## config.mk

```make
export PLATFORM = sky130hd
export DESIGN_NAME = uart_rx_os16
export DESIGN_NICKNAME = d
export VERILOG_FILES = /design/src/rtl/uart_rx_os16.sv
export SDC_FILE = /design/constraint.sdc
export NUM_CORES = 1
export LEC_CHECK = 0
export CORE_MARGIN = 4
export CORE_UTILIZATION = 45
export CTS_CLUSTER_DIAMETER = 150
export DETAILED_ROUTE_END_ITERATION = 10
export SLEW_MARGIN = 20
export SYNTH_ARGS = -nofsm -noshare
export SYNTH_HDL_FRONTEND = slang
export SYNTH_SLANG_ARGS = --single-unit
```

## constraint.sdc

```tcl
create_clock -name sysclk -period 2 [get_ports sysclk]
set_input_delay 0.4 -clock sysclk [delete_from_list [all_inputs] [get_ports sysclk]]
set_output_delay 0.4 -clock sysclk [all_outputs]
set_load 0.01 [all_outputs]
```

## src/rtl/uart_rx_os16.sv

```systemverilog
// Self-timed 8N1 UART receiver running on sysclk: free-running 16x oversample
// prescaler, 3-sample mid-bit majority vote, registered byte/status/error/busy outputs.
module uart_rx_os16 #(
  parameter int BAUD_DIV = 651
) (
  input  logic       sysclk,
  input  logic       reset,
  input  logic       rxd,
  output logic [7:0] rx_data,
  output logic       rx_status,
  output logic       frame_err,
  output logic       rx_busy
);

  localparam int              PW       = (BAUD_DIV > 2) ? $clog2(BAUD_DIV) : 1;
  localparam logic [PW-1:0]   PRE_LAST = PW'(BAUD_DIV - 1);

  typedef enum logic [1:0] {
    IDLE  = 2'd0,
    START = 2'd1,
    DATA  = 2'd2,
    STOP  = 2'd3
  } state_t;

  logic          rxd_m;
  logic          rxd_s;
  logic [PW-1:0] pre_cnt;
  logic          tick;
  state_t        state;
  logic [3:0]    scnt;
  logic [2:0]    bcnt;
  logic [7:0]    shreg;
  logic          s7;
  logic          s8;
  logic          vote;

  // NOTE: both synchronizer flops reset to the idle line level, so releasing
  // reset never manufactures a start edge on its own.
  always_ff @(posedge sysclk or posedge reset) begin
    if (reset) begin
      rxd_m <= 1'b1;
      rxd_s <= 1'b1;
    end else begin
      rxd_m <= rxd;
      rxd_s <= rxd_m;
    end
  end

  // Free-running prescaler; never realigned to the start edge.
  assign tick = (pre_cnt == PRE_LAST);

  always_ff @(posedge sysclk or posedge reset) begin
    if (reset) begin
      pre_cnt <= '0;
    end else if (tick) begin
      pre_cnt <= '0;
    end else begin
      pre_cnt <= pre_cnt + 1'b1;
    end
  end

  // The live sample on the scnt = 9 tick serves as the third vote input.
  assign vote = (s7 & s8) | (s7 & rxd_s) | (s8 & rxd_s);

  // scnt holds the index of the tick about to be processed; the START entry
  // tick is index 0, so it leaves scnt at 1.
  // NOTE: all state and outputs here use non-blocking assignments so every
  // register sees pre-edge values of the others, independent of statement order.
  always_ff @(posedge sysclk or posedge reset) begin
    if (reset) begin
      state     <= IDLE;
      scnt      <= '0;
      bcnt      <= '0;
      shreg     <= '0;
      s7        <= 1'b0;
      s8        <= 1'b0;
      rx_data   <= '0;
      rx_status <= 1'b0;
      frame_err <= 1'b0;
      rx_busy   <= 1'b0;
    end else if (tick) begin
      if (state != IDLE) begin
        if (scnt == 4'd7) s7 <= rxd_s;
        if (scnt == 4'd8) s8 <= rxd_s;
      end

      unique case (state)
        IDLE: begin
          if (!rxd_s) begin
            state   <= START;
            scnt    <= 4'd1;
            rx_busy <= 1'b1;
          end
        end

        START: begin
          scnt <= scnt + 4'd1;
          if (scnt == 4'd9) begin
            if (vote) begin
              state   <= IDLE;
              scnt    <= '0;
              rx_busy <= 1'b0;
            end else begin
              rx_status <= 1'b0;
            end
          end else if (scnt == 4'd15) begin
            state <= DATA;
            bcnt  <= '0;
          end
        end

        DATA: begin
          scnt <= scnt + 4'd1;
          if (scnt == 4'd9) begin
            shreg <= {vote, shreg[7:1]};
          end else if (scnt == 4'd15) begin
            if (bcnt == 3'd7) begin
              state <= STOP;
            end else begin
              bcnt <= bcnt + 3'd1;
            end
          end
        end

        STOP: begin
          scnt <= scnt + 4'd1;
          if (scnt == 4'd9) begin
            // Leave at mid-stop so the next start edge is caught early.
            state   <= IDLE;
            scnt    <= '0;
            bcnt    <= '0;
            rx_busy <= 1'b0;
            if (vote) begin
              rx_data   <= shreg;
              rx_status <= 1'b1;
              frame_err <= 1'b0;
            end else begin
              frame_err <= 1'b1;
            end
          end
        end

        default: begin
          state <= IDLE;
        end
      endcase
    end
  end

endmodule

```

==> flow_metrics.tcl, run 1 <==
set metrics [dict create \
    timing_worst_setup_path_type "flop to flop" \
    min_from "rxd_m" \
    min_path_cells 0 \
    cts_made_buffers 5 \
    clkTransAtPathRegs_ps 80 \
    first_global_vias 1549 \
    nFillCells 383 \
    cts_buffer_depth 2 \
    dieArea_um2 5900 \
    yosysTopAreaCell "dfrtp_1" \
    worst_pin_slew_ps 447 \
    rr_startpoint "state[0]" \
    grtUsageTotal_pct 15.2 \
    fin_util_pct 56.2 \
    grt_pass1_wl_mm 7.25 \
    syn_area_per_cell_um2 11.5 \
    synthCells 185 \
    antenna-diode-count 0 \
    synth_area_um2 2130 \
    maxClockFrequency_ghz 0.536 \
    dp.final_hpwl_mm 3.09 \
    clock_latency_ps 290 \
    num_rows 24 \
    crit_path_end_kind "flop" \
    yosysUniqueCellTypes 46 \
    cts_tree "yes" \
    rrSetupSlack_ps 130 \
    fin_cells 263 \
    drtIter0Drc 48 \
    gp_congestion 0.778 \
    gr-total-overflow 0 \
    setup_viol 0 \
    synth_top_flop_cell "dfrtp_1" \
    cp.required_ps 2210 \
    ant_nets 0 \
    drc 0 \
    ctsRootBufferMaster "clkbuf_8" \
    crit_arrival_ps 2080 \
    yosysTopAreaCellShare_pct 47.0 \
    syn_to_final_growth_pct 18.0 \
    io_pins 14 \
    report.final.slew_viol_count 0 \
    hold_path.class "flop to flop" \
    fin_worst_skew_ps 3.10 \
    place.port_buffers 13 \
    fin_nets 224 \
    ff_latch_area_um2 1050 \
    critPathLaunchType "flop" \
    setup_tns_ps 0 \
    core_area_um2 4470 \
    synth_top_family_by_area "simple AND/OR/NAND/NOR gates" \
    hold_viol_final 0 \
    wl_per_cell_um 15.8 \
    yosys.area_share.simple_pct 17.5 \
    drive_gt1_share_pct 23.7 \
    ys_seq_elements 42 \
    ys_top_cells_by_count "dfrtp_1 (40), mux2_2 (19), nand3_1 (12), nor2_1 (12)" \
    multi_input_area_um2 1010 \
    syn_nets 199 \
    finalCritPeriodShare_pct 93.3 \
    async_flop_share_pct 100 \
    fin_crit_ps 1870 \
    peakVddDrop_mv 0.388 \
    synth_edf_count 0 \
    firstDrtPassIters 4 \
    clock-sinks 42 \
    status "complete, no violations" \
    synth_area_leaders "dfrtp_1 (47%), mux2_2 (10%), ha_1 (6.5%)" \
    timing.critical_path.from "state[0]" \
    synth_xor_area_share_pct 3.29 \
    hold_slack_ps 364 \
    yosys_warnings 0 \
    synth_compound_area_share_pct 8.23 \
    wirelength_mm 4.16 \
    maxCapViolations 0 \
    ys_seq_area_share_pct 49.5 \
    grt_max_degree 25 \
    grt_antenna_before_repair 0 \
    placed_cells 255 \
    viasPerCell 5.68 \
    yosysMostFrequentCell "dfrtp_1" \
    via_count 1494 \
    rsz0062_at_grt "false" \
    synthAdderAreaFrac_pct 6.93 \
    worst_slew_margin_rel_pct 70.1 \
    p_leak_uw 0.00118 \
    path_max_fanout 6 \
    htreeDepth 2 \
    muxShareOfSynthArea_pct 11.5 \
    r2r_cells 5 \
    dieWidth_um 76.8 \
    die_y_um 76.8 \
    start_util_pct 47.6 \
    p_per_area_nw_per_um2 619 \
]
[logic make-up (layout without fill, tap and decap cells)]
group	count (synthesis)	count (layout)
AND/OR/NAND/NOR	62	62
flip-flops	42	42
AO/OA/AOI/OAI	22	22
multiplexers	22	22
buffers and inverters	17	43
adder cells (fa/ha/maj)	12	12
XOR/XNOR	8	8
[layout make-up]
type | instances | share of cell area, %
repair buffers | 24 | 8.96
multi-input cells | 126 | 40.3
clock inverters | 3 | 1.79
inverters | 11 | 1.64
well taps | 52 | 2.59
flip-flops and latches | 42 | 41.9
clock buffers | 5 | 2.74
[metal layers]
layer,global-route usage [%],vias to the layer above,wire [um]
li1,-,715,-
met1,20.3,747,2030
met2,24.0,23,1920
met3,2.81,9,114
met4,7.07,0,93
met5,0,-,0
[registers in the layout, summed over array words and instances (netlist names), named ones only]
signal / flops
pre_cnt: 10
rxd_m: 1
shreg: 8
rxd_s: 1
frame_err: 1
s8: 1
state: 1
rx_busy: 1
rx_status: 1
scnt: 4
s7: 1
bcnt: 3
rx_data: 8
[stage by stage]
step                      total power (uW)  setup slack (ps)  cell area (um2)
final                                 1560               133             2510
after global routing                  1620              26.5             2510
after CTS                             1580              97.4             2510
after detailed placement               901               109             2390
after global placement                 900               164             2390
after floorplan                        885               207             2130
[power by group]
group | internal, uW | switching [uW] | leakage, uW
registers | 852 | 1.74 | 0.000566
clock network | 371 | 302 | 0.0000504
logic | 9.65 | 19.4 | 0.000569
[how the worst min path moves through the flow]
stage          slack, ps    end
2_1_floorplan        350  rxd_s
3_3_place_gp         350  rxd_s
3_5_place_dp         350  rxd_s
4_1_cts              360  rxd_s
5_1_grt              370  rxd_s
6_report             360  rxd_s
[cells in the final DEF, fill, tap and decap left out, types with 3 or more instances in the layout]
master,instances
ha_1,11
nor2_1,12
buf_4,10
clkbuf_8,5
xnor2_1,5
inv_1,11
mux2i_1,3
clkdlybuf4s50_1,13
xor2_1,3
dfrtp_1,40
o21ai_0,4
nand4_1,4
mux2_2,19
nand2_1,11
and3_1,4
nand3_1,11
[worst max-delay path: stages, from the launching register on]
cell and delay (ps):
dfrtp_1 450, ha_1 310, nand2b_1 180, o221a_2 270
or4_1 480, o21ai_0 100
[repair_timing]
item                                    4_1_cts  5_1_grt
resized for setup                             0        1
buffers inserted                              0        0
endpoints found under the setup margin        0        8
hold buffers                                  0        0
Note: power is estimated with default switching activity, not from simulation.
==> run 2: changes to the inputs <==
- CORE_UTILIZATION: 45 -> 55
- PLACE_DENSITY: not set -> 0.75
==> run 2 against run 1 <==
  * Power decreased by 7.1%
  * Clock skew increased by 8.0 ps
  * Count of clock-buffer cells in the layout increased by 2
  * Register-to-register slack got worse by 50 ps
  * Worst setup slack got worse by 45 ps
  * Hold slack got worse by 19 ps
  * Clock power decreased by 16%
  * Via count decreased by 0.87%
  * Non-clock buffer count decreased by 4
  * Critical path type unchanged
  * Largest power group unchanged
==> flow_metrics.tcl, run 2 (same netlist as run 1, synthesis figures left out) <==
set metrics [dict create \
    drive_gt1_share_pct 21.7 \
    htreeDepth 2 \
    dieArea_um2 4930 \
    fin_nets 220 \
    cts_setup_buffers 0 \
    worst_pin_slew_ps 511 \
    worst_slew_margin_rel_pct 65.9 \
    cts_made_buffers 5 \
    die_y_um 70.2 \
    drtIter0Drc 152 \
    clkTransAtPathRegs_ps 80 \
    critPathLaunchType "flop" \
    mostFrequentLayoutCell "dfrtp_1" \
    gp_congestion 0.928 \
    peakVddDrop_mv 0.453 \
    maxClockFrequency_ghz 0.523 \
    hold_slack_ps 345 \
    clock_latency_ps 300 \
    io_pins 14 \
    cts_buffer_depth 2 \
    ant_nets 0 \
    p_leak_uw 0.00116 \
    num_rows 22 \
    top_register "pre_cnt" \
    place_area_um2 2350 \
    fin_worst_skew_ps 11.1 \
    crit_path_end_kind "flop" \
    place.port_buffers 13 \
    report.final.slew_viol_count 0 \
    fin_area_um2 2440 \
    p_per_area_nw_per_um2 592 \
    drc 0 \
    ctsRootBufferMaster "clkbuf_8" \
    timing_worst_setup_path_type "flop to flop" \
    syn_to_final_growth_pct 14.6 \
    grt_antenna_before_repair 0 \
    grt_max_degree 43 \
    start_util_pct 57.7 \
    setup_tns_ps 0 \
    status "complete, no violations" \
    placed_cells 247 \
    finalCritPeriodShare_pct 95.6 \
    dieWidth_um 70.2 \
    setup_viol 0 \
    maxCapViolations 0 \
    antenna-diode-count 0 \
    final_cell_mix "dfrtp_1 (40), mux2_2 (19), clkdlybuf4s50_1 (13)" \
    crit_arrival_ps 2110 \
    cp.required_ps 2200 \
    largest_reg_flops 10 \
    hold_viol_final 0 \
    via_count 1481 \
    dp.final_hpwl_mm 2.89 \
    first_global_vias 1466 \
    gr-total-overflow 0 \
    wl_per_cell_um 15.9 \
    fin_crit_ps 1910 \
    grtUsageTotal_pct 18.2 \
    hold_path.class "flop to flop" \
    fin_cells 255 \
    rsz0062_at_grt "false" \
    cts_tree "yes" \
    clock-sinks 42 \
    path_max_fanout 5 \
    wirelength_mm 4.04 \
    reg_top3 "pre_cnt: 10 flops, rx_data: 8 flops, shreg: 8 flops" \
    core_area_um2 3690 \
    fin_util_pct 66.1 \
    firstDrtPassIters 4 \
    grt_pass1_wl_mm 7.06 \
    viasPerCell 5.81 \
]
run 2: per-stage QoR:
step | total power [uW] | worst slack, ps
finish | 1450 | 88.2
global route | 1500 | 10.3
CTS | 1460 | 84.6
detailed placement | 896 | 92.4
global placement | 894 | 204
floorplan | 885 | 207
run 2: cell type report:
cell class | count | area [um2]
Fill cell | 291 | 1250
Sequential cell | 42 | 1050
Multi-Input combinational cell | 126 | 1010
Timing Repair Buffer | 20 | 183
Clock buffer | 7 | 86.3
Tap cell | 48 | 60.1
Inverter | 11 | 41.3
Clock inverter | 1 | 5.00
run 2: worst max-delay path, stage by stage, from the launching register on:
cell and delay [ps]:
dfrtp_1 390, inv_1 70, ha_1 140, and4bb_2 300, nand3_1 210, nor4_1 330, mux2_2 370
run 2: layer usage:
metal / wire length (um) / vias up / GRT usage [%]
li1: - / 704 / -
met1: 1740 / 736 / 22.2
met2: 2100 / 33 / 29.7
met3: 122 / 8 / 4.32
met4: 85 / 0 / 9.15
met5: 0 / - / 0
run 2: final timing paths:
path | start | endpoint | depth (start not counted) | slack [ps]
setup reg to reg | pre_cnt[0] | s7 | 6 | 90
setup / recovery | pre_cnt[0] | s7 | 6 | 90
hold / removal | rxd_m | rxd_s | 0 | 340
min in group asynchronous | reset | pre_cnt[7] | 3 | 540
hold reg to reg | rxd_m | rxd_s | 0 | 340
max in group asynchronous | reset | rxd_m | 3 | 1090
run 2: report_power, final:
group          switching [uW]  internal (uW)
Clock                     289            279
Sequential               1.69            852
Combinational            18.2           5.82
run 2: repair_timing:
action,in CTS,in global routing
hold buffers,0,0
hold endpoints to repair,0,0
endpoints found under the setup margin,0,1
resized for setup,0,1
==> run 3: changes to the inputs <==
- CORE_UTILIZATION: 55 -> 30
- PLACE_DENSITY: 0.75 -> not set
==> run 3 against run 2 <==
  * Final cell count grew 21%
  * Largest power group unchanged
  * Combinational power up 15%
  * Hold slack better by 14 ps
  * Critical path depth down 1
  * Sequential cell count unchanged
  * Worst setup slack improved by 11 ps
  * Via count decreased by 1.6%
  * Critical endpoint is now rx_data[7]
==> flow_metrics.tcl, run 3 (same netlist as run 1, synthesis figures left out) <==
set metrics [dict create \
    globalRouteMet2Util_pct 15.3 \
    dp.final_hpwl_mm 2.83 \
    comb_power_share_pct 1.8 \
    hold_path.class "flop to flop" \
    maxCapViolations 0 \
    cpPeakStageDelay_ps 420 \
    finalCritPeriodShare_pct 95.0 \
    rsz0062_at_grt "false" \
    clock-sinks 42 \
    firstDrtPassIters 4 \
    antenna-diode-count 0 \
    largest_reg_flops 10 \
    cts_setup_buffers 0 \
    cts_made_buffers 5 \
    drive_gt1_share_pct 24.5 \
    start_util_pct 31.2 \
    path_cells "ha_1 -> and4bb_2 -> nand3_1 -> nor2_4 -> mux2_2" \
    grt_antenna_before_repair 0 \
    first_global_vias 1408 \
    power.switching_uw 300 \
    cts_tree "yes" \
    mostFrequentLayoutCell "dfrtp_1" \
    fin_crit_ps 1900 \
    p_seq_share_pct 54.7 \
    die_y_um 92.3 \
    viasPerCell 4.73 \
    grt_max_degree 43 \
    gr-total-overflow 0 \
    wl_per_cell_um 12.8 \
    clock_latency_ps 290 \
    crit_buf_inv 0 \
    core_area_um2 6830 \
    crit_arrival_ps 2070 \
    ctsHoldBuffers 0 \
    hold_viol_final 0 \
    setup_viol 0 \
    place.port_buffers 13 \
    p_per_area_nw_per_um2 601 \
    via_count 1457 \
    reg_top3 "pre_cnt: 10 flops, rx_data: 8 flops, shreg: 8 flops" \
    grtUsageTotal_pct 9.88 \
    met3_usage_pct 3.04 \
    timing_worst_setup_path_type "flop to flop" \
    busiest_layer "met2" \
    finalPower_uw 1560 \
    ctsRootBufferMaster "clkbuf_8" \
    grt_pass1_wl_mm 6.83 \
    worst_pin_slew_ps 408 \
    num_rows 30 \
    top_register "pre_cnt" \
    dieWidth_um 92.3 \
    gp_congestion 0.861 \
    cts_resized 0 \
    critPathSlowestCell "dfrtp_1" \
    report.final.slew_viol_count 0 \
    final_cell_mix "dfrtp_1 (40), mux2_2 (19), clkdlybuf4s50_1 (13)" \
    critPathLaunchType "flop" \
    crit_path_end_kind "flop" \
    status "complete, no violations" \
    drtIter0Drc 67 \
    clkPwrFrac_pct 43.5 \
    path_max_fanout 8 \
    ant_nets 0 \
    fin_worst_skew_ps 6.05 \
    htreeDepth 2 \
    setup_tns_ps 0 \
    sw_frac_of_total_pct 19.2 \
    syn_to_final_growth_pct 22.0 \
    clkTransAtPathRegs_ps 80 \
    timing.final.ws_setup_ps 99.2 \
    grt_util_met1_pct 13.3 \
    critical_path.top_delay_family "simple AND/OR/NAND/NOR gates" \
    fin_util_pct 38.0 \
    cts_buffer_depth 2 \
    dieArea_um2 8510 \
    io_pins 14 \
    cp.required_ps 2170 \
    dp_slack_ps 118 \
    worst_slew_margin_rel_pct 72.7 \
    peakVddDrop_mv 0.320 \
    wirelength_mm 3.94 \
    drc 0 \
    nFillCells 693 \
    fin_nets 226 \
    p_int_uw 1260 \
    maxClockFrequency_ghz 0.526 \
    p_leak_uw 0.00120 \
]
-- run 3: changes by cell type in the layout (fill, tap and decap cells not counted), sizes merged --
cell,before,now
clkbuf,7,6
clkinv,1,0
buf,7,13
bufinv,0,1
-- run 3: area by class of cell --
cell class	instances	area (um2)	share of cell area, %
Sequential cell	42	1050	40.6
Timing Repair Buffer	26	240	9.25
Clock buffer	6	82.6	3.18
Inverter	11	41.3	1.59
Multi-Input combinational cell	126	1030	39.6
Tap cell	96	120	4.62
Clock inverter	1	30.0	1.16
-- run 3: metrics by stage --
stage	hold slack (ps)	std cells	instance area, um2
2_1_floorplan	345	185	2130
3_3_place_gp	347	301	2460
3_5_place_dp	348	301	2460
4_1_cts	360	308	2580
5_1_grt	361	308	2600
6_report	358	308	2600
-- run 3: worst paths after layout --
check / endpoint / slack (ps) / startpoint / cells past startpoint
max: rx_data[7] / 100 / pre_cnt[1] / 5
min: rxd_s / 360 / rxd_m / 0
min reg2reg: rxd_s / 360 / rxd_m / 0
min in group asynchronous: rx_data[0] / 470 / reset / 3
max reg2reg: rx_data[7] / 100 / pre_cnt[1] / 5
max in group asynchronous: rxd_s / 1280 / reset / 3
-- run 3: power groups by stage --
stage	clock, uW	sequential, uW	combinational (uW)
after floorplan	0	870	14.8
after global placement	0	870	29.1
after detailed placement	0	870	29.2
after CTS	705	854	29.1
after global routing	730	854	32.4
final	679	854	27.6
-- run 3: routing by layer --
layer  share of wire (%)  vias up  routed length [um]
met1                  48      708                1890
met4                 1.3        0                  51
met5                   0        -                   0
met2                  46       24                1800
li1                    -      719                   -
met3                 5.0        6                 196
